--- config.mk ---
export PLATFORM = sky130hd
export DESIGN_NAME = irq_request_reg
export DESIGN_NICKNAME = d
export VERILOG_FILES = /design/src/rtl/irq_request_reg.sv
export SDC_FILE = /design/constraint.sdc
export NUM_CORES = 1
export LEC_CHECK = 0
export BUFFER_PORTS_ARGS = -buffer_cell sky130_fd_sc_hd__buf_2
export CORE_MARGIN = 3
export CORE_UTILIZATION = 45
export CTS_CLUSTER_DIAMETER = 50
export CTS_CLUSTER_SIZE = 20
export DETAILED_ROUTE_END_ITERATION = 12
export HOLD_SLACK_MARGIN = 0.12
export PLACE_DENSITY = 0.75
export SLEW_MARGIN = 0
export SYNTH_ARGS = -nofsm -noshare
export SYNTH_HDL_FRONTEND = slang
export SYNTH_SLANG_ARGS = --single-unit
--- constraint.sdc ---
create_clock -name clk_i -period 1.06 [get_ports clk_i]
set_input_delay 0.106 -clock clk_i [delete_from_list [all_inputs] [get_ports clk_i]]
set_output_delay 0.106 -clock clk_i [all_outputs]
set_load 0.05 [all_outputs]
--- src/rtl/irq_request_reg.sv ---
// Interrupt request register: synchronises N raw request lines and latches them in edge or level mode.
// Acknowledges clear the named channel, and edge requests lost while the channel is still pending are flagged.
module irq_request_reg #(
  parameter int N_IR        = 8,
  parameter int SYNC_STAGES = 2,
  localparam int ID_W       = (N_IR > 1) ? $clog2(N_IR) : 1
) (
  input  logic            clk_i,
  input  logic            rst_n_i,
  input  logic [N_IR-1:0] ir_in_i,
  input  logic [N_IR-1:0] ltim_i,
  input  logic [N_IR-1:0] imr_i,
  input  logic            ack_valid_i,
  input  logic [ID_W-1:0] ack_id_i,
  input  logic            init_i,
  input  logic            ovr_clr_i,
  output logic [N_IR-1:0] irr_o,
  output logic [N_IR-1:0] irr_masked_o,
  output logic            int_req_o,
  output logic [N_IR-1:0] overrun_o
);

  logic [SYNC_STAGES-1:0][N_IR-1:0] sync_q;
  logic [N_IR-1:0] s_prev_q, s_prev_d;
  logic [N_IR-1:0] irr_q, irr_d;
  logic [N_IR-1:0] overrun_q, overrun_d;
  logic [N_IR-1:0] sync_s, rise_s, hit_s;

  // Synchroniser chain; INIT deliberately leaves it untouched.
  always_ff @(posedge clk_i or negedge rst_n_i) begin
    if (!rst_n_i) begin
      sync_q <= '0;
    end else begin
      sync_q[0] <= ir_in_i;
      for (int k = 1; k < SYNC_STAGES; k++) begin
        sync_q[k] <= sync_q[k-1];
      end
    end
  end

  assign sync_s = sync_q[SYNC_STAGES-1];
  assign rise_s = sync_s & ~s_prev_q;

  // Acknowledge decode; out-of-range IDs match no channel.
  always_comb begin
    hit_s = '0;
    for (int i = 0; i < N_IR; i++) begin
      hit_s[i] = ack_valid_i && (ack_id_i == ID_W'(i));
    end
  end

  // Next-state for IRR, OVERRUN and the edge-detect history.
  always_comb begin
    s_prev_d  = sync_s;
    irr_d     = irr_q;
    overrun_d = overrun_q;
    if (init_i) begin
      irr_d     = '0;
      overrun_d = '0;
    end else begin
      for (int i = 0; i < N_IR; i++) begin
        if (ltim_i[i]) begin
          irr_d[i] = sync_s[i] & ~hit_s[i];
        end else if (rise_s[i]) begin
          // A fresh edge beats a same-cycle acknowledge.
          irr_d[i] = 1'b1;
        end else if (hit_s[i]) begin
          irr_d[i] = 1'b0;
        end else begin
          irr_d[i] = irr_q[i];
        end
      end
      if (ovr_clr_i) begin
        overrun_d = '0;
      end else begin
        overrun_d = overrun_q | (~ltim_i & rise_s & irr_q & ~hit_s);
      end
    end
  end

  // State registers.
  always_ff @(posedge clk_i or negedge rst_n_i) begin
    if (!rst_n_i) begin
      s_prev_q  <= '0;
      irr_q     <= '0;
      overrun_q <= '0;
    end else begin
      s_prev_q  <= s_prev_d;
      irr_q     <= irr_d;
      overrun_q <= overrun_d;
    end
  end

  assign irr_o        = irr_q;
  assign overrun_o    = overrun_q;
  assign irr_masked_o = irr_q & ~imr_i;
  assign int_req_o    = |irr_masked_o;

endmodule

Yosys cells after proc, flatten, opt, wreduce, memory -nomap -nowiden --
Index checks and enable logic that the tools add are counted.
Word-level totals: register bits after elaboration 40, input bits 32, output and inout bits 25, logic and storage cells 90
Operators by class: equal/unequal tests 7, mux-type cells 27, bitwise operators 26, reduce and logical (&&, ||, !) cells 18
Operators by type and width (number):
- 8-bit bitwise AND | 5
- 8-bit inverter | 4
- 4-bit nonzero test | 8
- 1-bit two-way mux | 24
- 8-bit two-way mux | 3
- 3-bit == test, second input constant | 4
- 1-bit bitwise AND | 8
- 1-bit logical AND | 8
- 1-bit inverter | 8
- 8-bit OR | 1
- 8-bit OR reduction | 1
- 3-bit by 2-bit == test with 1-bit output, second input constant | 2
- 3-bit by 1-bit == test with 1-bit output, second input constant | 1
- 3-bit zero test | 1

Depth between registers and ports, before layout --
Gate-level depths: netlist of run 1.
word-level depth 8, gate-level depth with buffers 4, gate-level depth less buffers 3

Worst setup path after synthesis of run 1 --
Ideal clock, no wire load.
kind reg-to-output, from register irr_q[6], in the netlist irr_o[6], to output int_req_o, arrival time 1.991 ns, required time 0.954 ns, path slack -1.037 ns, cell stages (with the launch flop) 4, path buffers 0, path through dfrtp_1 > nor2b_1 > nor4_1 > nand2_1
Between the ends: cells in the longest elaborated chain, start to end 2
Ends and longest elaborated chain:
- start, declared | line 25 | logic [N_IR-1:0] irr_q, irr_d;
- start signal, assigned | line 89 | irr_q <= irr_d;
- 8-bit bitwise AND | line 96 | assign irr_masked_o = irr_q & ~imr_i;
- named net irr_masked_o[6] | line 18 | output logic [N_IR-1:0] irr_masked_o,
- 8-bit OR reduction | line 97 | assign int_req_o = |irr_masked_o;
- end, declared | line 19 | output logic int_req_o,
The timed path passes the listed nets, and every way through them passes these cells.

Final worst setup path of run 1 --
from register irr_q[5], in the netlist irr_o[5], to output int_req_o
Between the ends: cells in the longest elaborated chain, start to end 2
Ends and longest elaborated chain (line):
- 8-bit bitwise AND | 96
- 8-bit OR reduction | 97
No other way between the ends.

==> qor.csv, run 1 <==
metric,value,unit
number of diodes,0,
routed len/inst,16.7,um
final hold slack,152,ps
routed wire length,4260,um
Pleak,1.20,nW
CP Data Required Time,950,ps
Nets,243,
P&R area growth vs syn,80.6,%
total internal power,2.25,mW
CTS Sinks,40,
worst vdd ir,1.01,mV
clock buffer depth,2,
period utilization,150,%
Initial Util,47.4,%
placed cell area,2020,um^2
Reg power frac,51.6,%
Hold Path Class,in -> reg,
total chip power,3.18,mW
post-detail-place hpwl,2430,um
largest net degree at the start of global routing,41,
Clock Latency Late Sink,350,ps
Syn Nets,142,
grt total ovfl,0,
"Avg Cell Area, Syn",13.3,um^2
Final setup viols,26,
Slew HR,75.9,%
Post-DRT Antenna Nets,0,
Worst-path clk slew,120,ps
min Tclk post-route,1590,ps
critical path launch point type,flip-flop,
Tot GR Track Use,21.4,%
residual DRC count,0,
initial DRC count,51,
number of global-route vias before repair,1383,
first-pass GRT wire length,6510,um
max-cap viol count,0,
Worst Path Arrival,1480,ps
Root Buffer,clkbuf_4,
Crit Path Max Fanout,2,
post-route cell area,2630,um^2
CP Class,reg -> out,
share of cells above drive strength 1,60.2,%
FP Rows,20,
Final Max Tran Viols,0,
Worst-Margin Slew,360,ps
initial antenna violation count,0,
Die X,62.9,um
share of total power in the clock network,22.7,%
library cells used by synthesis,15,
H-tree levels,2,
gp weighted congestion,0.832,
via density per instance,5.15,
synthesized flop and latch total,40,
Worst setup EP type,output port,
Placed Cells,220,
number of iterations in the first detailed-routing pass,4,
failing checks,setup timing,
Vias,1313,
combinational power share,25.7,%
sequential area share after synthesis,68.7,%
die area,3960,um^2
IO buf count,56,
status,finished with violations,
PD cells,1210,nW/um^2
die height,62.9,um
Final Hold Fails,0,
# IOs,57,
Final Skew,9.59,ps
Achievable Freq,630,MHz
synth warn,0,
core area,3080,um^2
CTS tree,built,
Sw Pwr,0.931,mW
Cells after Synth,110,
final std cells w/o fill,255,
CTS Buf Count,5,
sw frac,29.3,%
setup slack after layout,-526,ps
unrepaired setup endpoints after global routing,yes,
cell area after synthesis,1460,um^2
-- cells by family (layout without fill, tap and decap cells) --
| family | count (synthesis) | in the layout | synth area share (%) |
|---|---|---|---|
| AO/OA/AOI/OAI | 16 | 16 | 6.18 |
| multiplexers | 8 | 8 | 6.18 |
| AND/OR/NAND/NOR | 44 | 44 | 18.5 |
| buffers and inverters | 2 | 103 | 0.515 |
| flip-flops | 40 | 40 | 68.7 |
-- final cells by class --
type                            count  area (um^2)
Clock buffer                        5         37.5
Clock inverter                      2         12.5
Fill cell                         148          445
Multi-Input combinational cell     68          628
Sequential cell                    40         1010
Tap cell                           44         55.1
Timing Repair Buffer               96          888
-- routing by layer --
layer	vias up	track usage, %	part of all wire (%)
met5	-	0	0
met3	11	4.86	4.7
met2	47	38.2	56
met1	662	24.1	37
met4	0	9.64	2.7
li1	593	-	-
-- power groups by stage --
| stage | Sequential, mW | Clock (mW) | Combinational (mW) |
|---|---|---|---|
| after floorplan | 1.75 | 0 | 0.247 |
| after global placement | 1.66 | 0 | 0.568 |
| after detailed placement | 1.66 | 0 | 0.576 |
| after CTS | 1.64 | 0.739 | 0.755 |
| after global routing | 1.65 | 0.822 | 0.860 |
| final | 1.64 | 0.722 | 0.817 |
-- synthesized netlist by cell type --
cell | count | area (um^2)
nor3b_1 | 8 | 60.1
nand2_1 | 1 | 3.75
nor2_1 | 16 | 60.1
or2_2 | 1 | 6.26
nor4_1 | 2 | 12.5
nand4_1 | 1 | 6.26
or4b_1 | 1 | 10.0
mux2_2 | 8 | 90.1
nand4b_1 | 3 | 26.3
nand4bb_1 | 3 | 33.8
dfrtp_1 | 40 | 1000
a21oi_1 | 8 | 40.0
nor2b_1 | 8 | 50.1
clkbuf_1 | 2 | 7.51
a31oi_1 | 8 | 50.1
-- metrics by stage --
| stage | setup TNS (ps) | util, % | worst slack (ps) |
|---|---|---|---|
| 3_5_place_dp | -483 | 65.6 | -206 |
| 4_1_cts | -2960 | 80.4 | -508 |
| 3_3_place_gp | -396 | 65.6 | -178 |
| 5_1_grt | -4670 | 85.5 | -598 |
| 2_1_floorplan | -481 | - | -298 |
| 6_report | -3410 | 85.5 | -526 |
-- flip-flops by register name, summed over array words and instances, names as in the netlist --
name       count
irr_o          8
overrun_o      8
s_prev_d       8
s_prev_q       8
sync_q         8
-- worst paths after layout --
check / start / slack (ps) / endpoint / depth (start not counted)
setup / recovery: irr_o[5] / -530 / int_req_o / 4
hold / removal: ovr_clr_i / 150 / overrun_o[5] / 3
setup reg to reg: irr_o[5] / -160 / irr_o[5] / 5
hold reg to reg: sync_q[0] / 370 / s_prev_d[0] / 0
max in group asynchronous: rst_n_i / 590 / irr_o[0] / 3
min in group asynchronous: rst_n_i / 250 / sync_q[5] / 3
-- repair_timing --
item / 4_1_cts / 5_1_grt
resized for setup: 63 / 27
cloned: 0 / 0
hold buffers: 18 / 0
buffers inserted: 3 / 10
pin swaps: 1 / 5
setup endpoints to repair: 32 / 39
endpoints found under the hold margin: 56 / 0
-- critical path: stages (launching register included) --
cell and delay [ps]:
dfrtp_2 430, nor2b_4 140, nor4_4 290, nand2_2 100, buf_8 160
-- cell usage in the layout (no fill, tap or decap), types with 2 or more instances in the layout --
cell type,n
a21oi_2,8
buf_8,16
dlygate4sd3_1,18
nand4bb_1,3
buf_2,31
dfrtp_1,32
nor3b_2,6
buf_6,18
nand4b_1,3
a31oi_1,8
nor2_1,16
nor3b_1,2
mux2_4,7
clkbuf_4,5
nor2b_4,8
dfrtp_2,8
nor4_4,2
buf_4,12
No activity file was read; power rests on OpenSTA's default activity.
==> run 2, diff against run 1 <==
Clock period 1.06 ns to 1.6 ns, I/O delays scaled along.
==> run 2 against run 1 <==
The flow now finishes without violations. Largest power group unchanged. Via count is 13% lower. Highest routed layer unchanged. Clock skew is 1.9 ps lower. Utilization is 18 points lower. Global-route usage is 3.0 points lower.
==> qor.csv, run 2 (synthesis gave the netlist of run 1 again) <==
metric,value,unit,change
status,"finished, final reports clean",,
Worst-path clk slew,110,ps,about the same
"commonest cells after routing, fill and taps aside","buf_2, dfrtp_1, nor2_1",,
Die X,62.9,um,unchanged
routed wire length,3330,um,-22%
total chip power,1.96,mW,-38%
routed len/inst,14.5,um,-13%
register area,1010,um^2,unchanged
period utilization,97.6,%,
gp weighted congestion,0.720,,-13%
Worst-Margin Slew,462,ps,+102 ps
cells along the critical path,nor2b_4 -> nor4_4 -> nand2_1 -> buf_6,,
placed cell area,1860,um^2,-7.7%
Slew HR,69.2,%,-6.7 points
final hold slack,147,ps,-5.42 ps
CP Capture Point,int_req_o,,
IO buf count,56,,unchanged
crit path from,irr_o[6],,
Achievable Freq,640,MHz,
max-cap viol count,0,,unchanged
Reg power frac,55.5,%,+3.9 points
largest net degree at the start of global routing,22,,-46%
P&R area growth vs syn,42.3,%,
Final Max Tran Viols,0,,unchanged
# IOs,57,,unchanged
Hold Crit Start,ltim_i[3],,
reg2reg start,irr_o[6],,
combinational power share,18.6,%,-7.1 points
R2R Setup Slk,460,ps,+620 ps
Vias,1147,,-13%
CP max stage delay,420,ps,about the same
first-pass GRT wire length,5590,um,-14%
post-detail-place hpwl,2380,um,-2.0%
sw frac,27.9,%,-1.4 points
post-route cell area,2070,um^2,-21%
Crit Path Max Fanout,2,,unchanged
Sw Pwr,0.546,mW,-41%
Reg-to-Reg End,irr_o[6],,
Hold Path Class,in -> reg,,
Worst setup EP type,output port,,
CTS tree,built,,
Fill cells,247,,+67%
grt total ovfl,0,,unchanged
Final Hold Fails,0,,unchanged
number of iterations in the first detailed-routing pass,4,,unchanged
Final setup viols,0,,-100%
FP Rows,20,,unchanged
unrepaired setup endpoints after global routing,yes,,
H-tree levels,2,,unchanged
die height,62.9,um,unchanged
Placed Cells,209,,-5.0%
clock buffer depth,2,,unchanged
residual DRC count,0,,unchanged
Clock Latency Late Sink,330,ps,-20 ps
share of total power in the clock network,25.9,%,+3.2 points
Worst Path Arrival,1400,ps,-80 ps
setup slack after layout,37.9,ps,+564 ps
Post-DRT Antenna Nets,0,,unchanged
min Tclk post-route,1560,ps,
worst vdd ir,0.682,mV,-33%
worst r2r path cells,4,,-1
Initial Util,47.4,%,unchanged
core area,3080,um^2,unchanged
CP Data Required Time,1440,ps,+490 ps
CTS Buf Count,5,,unchanged
die area,3960,um^2,unchanged
total internal power,1.41,mW,-37%
final std cells w/o fill,230,,-9.8%
Post-Place Worst Slack,205,ps,+411 ps
number of diodes,0,,unchanged
Tot GR Track Use,18.4,%,-3.0 points
CP Class,reg -> out,,
Final Skew,7.69,ps,-1.89 ps
Pleak,0.988,nW,-18%
number of global-route vias before repair,1229,,-11%
"commonest non-fill, non-tap cell in the layout",buf_2,,
Root Buffer,clkbuf_4,,
critical path's slowest cell,dfrtp_2,,
Nets,217,,-11%
critical path launch point type,flip-flop,,
initial antenna violation count,0,,unchanged
PD cells,944,nW/um^2,-22%
multi-input combinational cell area,531,um^2,-16%
initial DRC count,46,,-9.8%
share of cells above drive strength 1,51.1,%,-9.1 points
via density per instance,4.99,,-3.1%
CTS Sinks,40,,unchanged
run 2: changes by cell type in the layout (fill, tap and decap cells not counted), moves of 8 or more:
cell           change
a21oi_1            +8
a21oi_2            -8
buf_2             +24
buf_4              -8
buf_6             -17
buf_8             -16
dlygate4sd3_1      -8
run 2: worst max-delay path, delay by kind of cell, from the launching register on:
family | cells | cell delay, ps
buffers and inverters | 1 | 160
DFF | 1 | 420
and+or+nand+nor | 3 | 500
run 2: worst min path at each step:
| stage | to | slack [ps] | depth (start not counted) |
|---|---|---|---|
| finish | irr_o[3] | 150 | 4 |
| global route | irr_o[2] | 170 | 4 |
| CTS | irr_o[3] | 140 | 4 |
| detailed placement | s_prev_d[0] | 140 | 1 |
| global placement | sync_q[0] | 140 | 1 |
| floorplan | irr_o[0] | -140 | 0 |
run 2: area by class of cell:
class,instances,area share (%)
clock buffers,6,2.47
clock inverters,2,0.483
well taps,44,2.65
multi-input cells,68,25.6
flip-flops and latches,40,48.7
repair buffers,70,20.1
run 2: metrics by stage:
stage               setup TNS [ps]  utilization (%)
global placement                 0             60.5
detailed placement               0             60.5
floorplan                        0                -
global route                 -73.5             67.4
CTS                         -0.810             67.4
finish                           0             67.4
run 2: metal layers:
metal  GRT usage [%]  wire length, um  up-vias
met5               0                0        -
met3            6.65              274        8
met2            30.8             1630       50
met4            6.61               58        0
met1            21.7             1370      542
li1                -                -      547
run 2: repair_timing:
item                                   4_1_cts  5_1_grt
endpoints found under the hold margin       30        0
setup endpoints to repair                    1        1
resized for setup                            5        0
hold buffers                                10        0
buffers inserted                             3        0
pin swaps                                    0        0
run 2: power by group through the flow:
stage	sequential, mW	clock [mW]	combinational (mW)
finish	1.09	0.508	0.364
global route	1.09	0.585	0.391
CTS	1.09	0.531	0.367
detailed placement	1.11	0	0.322
global placement	1.10	0	0.318
floorplan	1.16	0	0.142
==> run 3, diff against run 2 <==
Settings changed: CORE_UTILIZATION 45 to 42, PLACE_DENSITY 0.75 to 0.73.
Clock period 1.6 ns to 1.34 ns, I/O delays scaled along.
==> run 3 against run 2 <==
The run now ends with setup timing left. Final cell count grew 1.7%. Utilization barely moved. Largest cell class unchanged. Combinational power increased by 26%. Wire length grew 7.6%. Clock skew is 2.0 ps lower. Flip-flop and latch count unchanged. Die area rose by 6.4%. Highest routed layer unchanged.
==> qor.csv, run 3 (synthesis gave the netlist of run 1 again) <==
metric,value,unit,change
Final Max Tran Viols,0,,unchanged
Worst-Margin Slew,347,ps,-115 ps
IO buf count,56,,unchanged
Achievable Freq,636,MHz,
die area,4210,um^2,+6.4%
final hold slack,139,ps,-8.04 ps
Vias,1190,,+3.7%
grt total ovfl,0,,unchanged
via density per instance,5.09,,+2.0%
number of global-route vias before repair,1271,,+3.4%
CTS tree,built,,
P&R area growth vs syn,46.9,%,
# IOs,57,,unchanged
Hold Path Class,in -> reg,,
multi-input combinational cell area,533,um^2,+0.47%
gp weighted congestion,0.815,,+13%
Final setup viols,1,,+1
setup slack after layout,-233,ps,-271 ps
final std cells w/o fill,234,,+1.7%
PD cells,1120,nW/um^2,+19%
post-detail-place hpwl,2550,um,+7.2%
critical path launch point type,flip-flop,,
worst vdd ir,0.567,mV,-17%
Final Core Density,67.4,%,about the same
register area,1010,um^2,unchanged
first-pass GRT wire length,5890,um,+5.3%
share of cells above drive strength 1,51.6,%,+0.50 points
CTS Sinks,40,,unchanged
"commonest non-fill, non-tap cell in the layout",buf_2,,
number of diodes,0,,unchanged
"commonest cells after routing, fill and taps aside","buf_2, dfrtp_1, nor2_1",,
Worst-path clk slew,100,ps,about the same
Post-Place Worst Slack,51.7,ps,-154 ps
CP Data Required Time,1210,ps,-230 ps
Fill cells,252,,+2.0%
Crit Path Max Fanout,2,,unchanged
Final Hold Fails,0,,unchanged
routed len/inst,15.3,um,+5.8%
Worst Path Arrival,1440,ps,+40 ps
Placed Cells,212,,+1.4%
failing checks,setup timing,,
Worst setup EP type,output port,,
FP Rows,20,,unchanged
residual DRC count,0,,unchanged
Nets,222,,+2.3%
status,finished with violations,,
Die X,64.9,um,+3.2%
initial DRC count,31,,-33%
Post-DRT Antenna Nets,0,,unchanged
CP Class,reg -> out,,
largest net degree at the start of global routing,18,,-18%
min Tclk post-route,1570,ps,
core area,3180,um^2,+3.3%
CTS Buf Count,5,,unchanged
period utilization,117,%,
initial antenna violation count,0,,unchanged
Pleak,1.01,nW,+2.2%
Clock Latency Late Sink,340,ps,about the same
max-cap viol count,0,,unchanged
H-tree levels,2,,unchanged
Root Buffer,clkbuf_4,,
routed wire length,3580,um,+7.6%
Initial Util,45.9,%,-1.5 points
Slew HR,76.9,%,+7.7 points
clock buffer depth,2,,unchanged
total chip power,2.40,mW,+23%
number of iterations in the first detailed-routing pass,4,,unchanged
die height,64.9,um,+3.2%
unrepaired setup endpoints after global routing,yes,,
Tot GR Track Use,19.1,%,+0.69 points
Final Skew,5.70,ps,-2.00 ps
run 3: cell count changes in the layout (fill, tap and decap cells not counted), sizes merged:
cell	change
clkbuf	+4
clkinv	-2
dlygate4sd3	+2
run 3: stage by stage:
step | cell area (um^2) | setup TNS (ps)
6_report | 2140 | -233
5_1_grt | 2140 | -322
4_1_cts | 2110 | -247
3_5_place_dp | 1900 | 0
3_3_place_gp | 1900 | 0
2_1_floorplan | 1540 | -45.6
run 3: layout make-up:
class / instances / share of cell area (%)
Timing Repair Buffer: 75 / 22.3
Tap cell: 44 / 2.57
Sequential cell: 40 / 47.2
Multi-Input combinational cell: 68 / 24.9
Clock buffer: 7 / 3.04
run 3: critical path: stages (launching register included):
cell	delay [ps]
dfrtp_2	420
nor2b_4	140
nor4_4	290
nand2_2	90
buf_6	160
run 3: metal layers:
metal  GRT usage, %  share of wire [%]  vias to the layer above
met5              0                  0                        -
met1           19.1                 34                      596
met4           8.44                2.9                        0
met3           6.24                4.9                       10
li1               -                  -                      552
met2           35.5                 58                       32
run 3: final timing paths:
path                            depth (start not counted)      start           to  slack (ps)
min in group asynchronous                               2    rst_n_i  s_prev_q[2]         220
max in group asynchronous                               3    rst_n_i     irr_o[7]         560
worst min register to register                          0  sync_q[3]  s_prev_d[3]         360
worst max register to register                          4   irr_o[2]     irr_o[2]         210
worst min-delay path                                    4  ltim_i[7]     irr_o[7]         140
worst max-delay path                                    4   irr_o[1]    int_req_o        -230
run 3: report_power, final:
group / switching (mW) / total, mW / leakage (nW) / internal [mW]
registers: 0.0322 / 1.30 / 0.485 / 1.27
logic: 0.272 / 0.460 / 0.488 / 0.188
clock network: 0.347 / 0.645 / 0.0374 / 0.298
total: 0.651 / 2.40 / 1.01 / 1.75
run 3: repair_timing:
action	CTS	global route
pin swaps	1	1
resized for setup	4	9
buffers inserted	1	2
hold buffers	12	0
endpoints found under the hold margin	56	0
endpoints found under the setup margin	1	8
